[src/rtl/m_axis_fifo.sv]
// m_axis_fifo: buffered AXI4-Stream master with backpressure and a sticky overflow flag.
// Define M_AXIS_PKT_CNT_EN to generate tlast from pkt_len instead of passing in_last through.
module m_axis_fifo #(
  parameter int DATA_WIDTH = 32,
  parameter int DEPTH = 16,
  parameter int CNT_WIDTH = 16,
  localparam int AW = $clog2(DEPTH)
) (
  input  logic                    clk,
  input  logic                    rst,
  input  logic [DATA_WIDTH-1:0]   in_data,
  input  logic                    in_valid,
  input  logic                    in_last,
  output logic                    in_ready,
  output logic                    m_axis_tvalid,
  output logic [DATA_WIDTH-1:0]   m_axis_tdata,
  output logic [DATA_WIDTH/8-1:0] m_axis_tstrb,
  output logic                    m_axis_tlast,
  input  logic                    m_axis_tready,
  input  logic [CNT_WIDTH-1:0]    pkt_len,
  output logic [AW:0]             level,
  output logic                    overflow
);
  logic [DATA_WIDTH:0] r_mem [DEPTH];
  logic [AW:0] r_wptr, r_rptr;
  logic r_ovf;
  logic w_empty, w_full, w_wr, w_rd, w_unused;
  logic [DATA_WIDTH:0] w_head;
  assign w_empty = r_wptr == r_rptr;
  assign w_full = r_wptr == {~r_rptr[AW], r_rptr[AW-1:0]};
  assign w_wr = in_valid && !w_full;
  assign w_rd = !w_empty && m_axis_tready;
  assign w_head = r_mem[r_rptr[AW-1:0]];
  assign in_ready = !w_full;
  assign m_axis_tvalid = !w_empty;
  assign m_axis_tdata = w_empty ? '0 : w_head[DATA_WIDTH-1:0];
  assign m_axis_tstrb = '1;
  assign level = r_wptr - r_rptr;
  assign overflow = r_ovf;
  always_ff @(posedge clk) begin
    if (rst) begin
      r_wptr <= '0;
      r_rptr <= '0;
      r_ovf <= 1'b0;
    end else begin
      if (w_wr) r_wptr <= r_wptr + 1'b1;
      if (w_rd) r_rptr <= r_rptr + 1'b1;
      if (in_valid && w_full) r_ovf <= 1'b1;
    end
  end
  always_ff @(posedge clk) begin
    if (w_wr) r_mem[r_wptr[AW-1:0]] <= {in_last, in_data};
  end
`ifdef M_AXIS_PKT_CNT_EN
  logic [CNT_WIDTH-1:0] r_cnt, r_len, w_len;
  logic r_lock;
  // length is frozen once a packet's first beat is on the bus, keeping tlast stable under stall
  assign w_len = r_lock ? r_len : (pkt_len == '0 ? CNT_WIDTH'(1) : pkt_len);
  assign m_axis_tlast = !w_empty && (r_cnt == w_len - 1'b1);
  assign w_unused = in_last ^ w_head[DATA_WIDTH];
  always_ff @(posedge clk) begin
    if (rst) begin
      r_cnt <= '0;
      r_len <= '0;
      r_lock <= 1'b0;
    end else begin
      r_len <= w_len;
      if (w_rd) r_cnt <= m_axis_tlast ? '0 : r_cnt + 1'b1;
      if (w_rd && m_axis_tlast) r_lock <= 1'b0;
      else if (!w_empty) r_lock <= 1'b1;
    end
  end
`else
  assign m_axis_tlast = !w_empty && w_head[DATA_WIDTH];
  assign w_unused = ^pkt_len;
`endif
endmodule

[config.mk]
export PLATFORM = sky130hd
export DESIGN_NAME = m_axis_fifo
export DESIGN_NICKNAME = d
export VERILOG_FILES = /design/src/rtl/m_axis_fifo.sv
export SDC_FILE = /design/constraint.sdc
export NUM_CORES = 1
export LEC_CHECK = 0
export BUFFER_PORTS_ARGS = -buffer_cell sky130_fd_sc_hd__buf_2
export CORE_MARGIN = 5
export CORE_UTILIZATION = 45
export DETAILED_ROUTE_END_ITERATION = 7
export PLACE_DENSITY_LB_ADDON = 0.1
export SYNTH_ARGS = -nofsm -noshare
export SYNTH_HDL_FRONTEND = slang
export SYNTH_SLANG_ARGS = --single-unit
export TNS_END_PERCENT = 5
[constraint.sdc]
create_clock -name clk -period 5.2 [get_ports clk]
set_input_delay 1.56 -clock clk [delete_from_list [all_inputs] [get_ports clk]]
set_output_delay 1.56 -clock clk [all_outputs]
set_load 0.02 [all_outputs]
==> results_dict.tcl <==
set metrics [dict create \
    status "finished, final reports clean" \
    cts-hold-fix-buffers 0 \
    regToRegSetupSlack_ns 1.73 \
    antenna_found_initial 2 \
    post-route-period-util 0.926 \
    die_h_um 226 \
    ir_worst_vdd_uv 248 \
    synth-seq-area-share 0.773 \
    setup-tns-final_ns 0 \
    firstDrtPassIters 5 \
    ant_nets 0 \
    grt_start_max_net_pins 51 \
    cts.sinks 543 \
    track_usage 0.178 \
    vias_per_cell 5.59 \
    hold_path_end "overflow" \
    dieArea_um2 50900 \
    clockBufferDepth 3 \
    cts_buffers 55 \
    cp.required_ns 3.64 \
    vias 9423 \
    async_flop_share 0 \
    relSlewSlack 0.309 \
    finalMaxSlewViolations 0 \
    ff2ff_path_depth 6 \
    drcViolationCount 0 \
    dp_worst_setup_slack_ns 1.01 \
    worst-slew-pin-transition_ns 1.03 \
    clock-root-buffer "clkbuf_16" \
    yosysWarnings 0 \
    start_util 0.452 \
    clock_skew_ns 0.0234 \
    synth.top_cells.by_area "edfxtp_1 (76%), mux4_2 (14%), mux2_2 (1.8%), a221o_1 (1.6%), dfxtp_1 (1.4%)" \
    die_x_um 226 \
    max_freq_mhz 208 \
    total_power_uw 9790 \
    insertion_delay_ns 0.60 \
    reg2reg_from "r_wptr[2]" \
    synthDominantCellAreaShare 0.758 \
    dp_hpwl_um 23900 \
    synth_area_leader_cell "edfxtp_1" \
    cp_max_fo 21 \
    wl_per_cell_um 26.4 \
    fin_util 0.518 \
    finalCriticalPeriod_ns 4.82 \
    slowest_delay_ns 0.60 \
    cts_tree "built" \
    path_clk_slew_ns 0.06 \
    path_cells "ha_1 -> nand4_1 -> o21ai_0 -> nor2_4 -> buf_4 -> a221o_1 -> buf_2" \
    worst-endpoint-arrival_ns 3.26 \
    grt_pass1_vias 10067 \
    power_per_cell_area_nw_per_um2 409 \
    htree_levels 2 \
    synth.distinct_cells 38 \
    synthFlopType "edfxtp_1" \
    coreArea_um2 46300 \
    syn-cell-area_um2 20900 \
    setup_viol 0 \
    cpMaxStageDelayCell "dfxtp_1" \
    syn2layout_area_growth_pct 14.6 \
    place_congestion 0.699 \
    synthCells 919 \
    hp-start "overflow" \
    drtIter0Drc 802 \
    criticalPathCategory "reg2out" \
    hold_viol 0 \
    ys_ff_latch 543 \
    cp-end-kind "primary output" \
    crit_path_start "r_wptr[2]" \
    drive_gt1_frac 0.340 \
    setup_ws_ns 0.383 \
    post-cts-setup-buffers 0 \
    wl_um 44600 \
    layout.nets 1100 \
    cts_resized 0 \
    total_leakage_power_uw 0.00747 \
    grt_pass1_wl_um 66400 \
    rsz0062_at_grt "no" \
    rows 79 \
    maxCapViolations 0 \
    startpoint_type "flop" \
    syn_avg_cell_area_um2 22.8 \
    hold_class "reg2reg" \
    synth_edf_count 528 \
    grt-ovfl-total 0 \
    port_buffers 77 \
    reg2reg_to "r_mem[9][2]" \
    io_pins 98 \
    worst_hold_path.num_cells 2 \
]
==> Yosys cell counts, drive strengths merged, types with 6 or more instances <==
library cell,instances
xnor2,7
nor2,25
clkbuf,18
edfxtp,528
buf,33
nor2b,33
mux2,33
mux4,132
a221o,33
a21oi,7
inv,7
dfxtp,15
nand2,6
ha,9
==> flip-flops by register name (all words and copies together) (netlist names), named ones only <==
register  count
r_rptr        5
r_wptr        5
overflow      1
r_mem       528
==> stage by stage <==
stage / area (um2) / std cells / hold WS (ns)
floorplan: 20900 / 922 / 0.500
global placement: 22300 / 1587 / 0.477
detailed placement: 22300 / 1587 / 0.475
CTS: 24000 / 1686 / 0.500
global route: 24000 / 1686 / 0.536
finish: 24000 / 1687 / 0.494
==> power by group <==
group          total (uW)  internal (uW)  switching [uW]
clock network        3600           1990            1610
logic                1300            580             717
registers            4890           4860            32.5
==> how the worst max path moves through the flow <==
stage	end	slack, ns	depth (start not counted)
2_1_floorplan	r_mem[0][0]	0.39	3
3_3_place_gp	m_axis_tdata[0]	1.02	7
3_5_place_dp	m_axis_tdata[0]	1.01	7
4_1_cts	m_axis_tdata[0]	0.34	7
5_1_grt	m_axis_tdata[3]	0.19	8
6_report	m_axis_tdata[3]	0.38	7
==> metal layers <==
metal	GRT usage	wire, um	share of wire
met3	0.0343	2100	0.047
met2	0.278	21400	0.48
met5	0	13	0.00029
met4	0.0433	731	0.016
met1	0.263	20400	0.46
==> critical path: cells and delay by family, from the launching register on <==
| family | cells | cell delay [ns] |
|---|---|---|
| compound gates | 2 | 0.90 |
| fa+ha+maj | 1 | 0.30 |
| buf+inv | 2 | 0.49 |
| flops | 1 | 0.60 |
| simple gates | 2 | 0.37 |
==> layout by cell type (no fill, tap or decap), drive strengths merged, types with 2 or more instances in the layout <==
master  instances
edfxtp        528
mux4          132
buf           109
clkbuf         68
mux2           33
nor2b          33
a221o          33
clkinv         28
nor2           25
dfxtp          15
ha              9
inv             8
xnor2           7
a21oi           7
nand2           6
xor2            5
nor3            4
conb            4
o211ai          4
nand4           3
o21ai           3
a21o            2
nand2b          2
mux2i           2
==> kinds of logic after synthesis <==
group / Yosys count / synth area share
AOI/OAI and AO/OA: 51 / 0.0212
xor gates and xnor gates: 12 / 0.00539
adders and majority gates: 10 / 0.00634
buffers and inverters: 58 / 0.0141
DFF: 543 / 0.773
muxes: 167 / 0.161
other: 1 / 0.000179
and+or+nand+nor: 77 / 0.0191
==> cell type report <==
cell class / instances / area [um2]
Clock inverter: 31 / 200
Inverter: 7 / 26.3
Clock buffer: 68 / 1430
Sequential cell: 543 / 16200
Timing Repair Buffer: 109 / 763
Fill cell: 3666 / 22300
Antenna cell: 1 / 2.50
Tap cell: 607 / 759
Multi-Input combinational cell: 321 / 4610
Power figures use the tool's default switching activity.
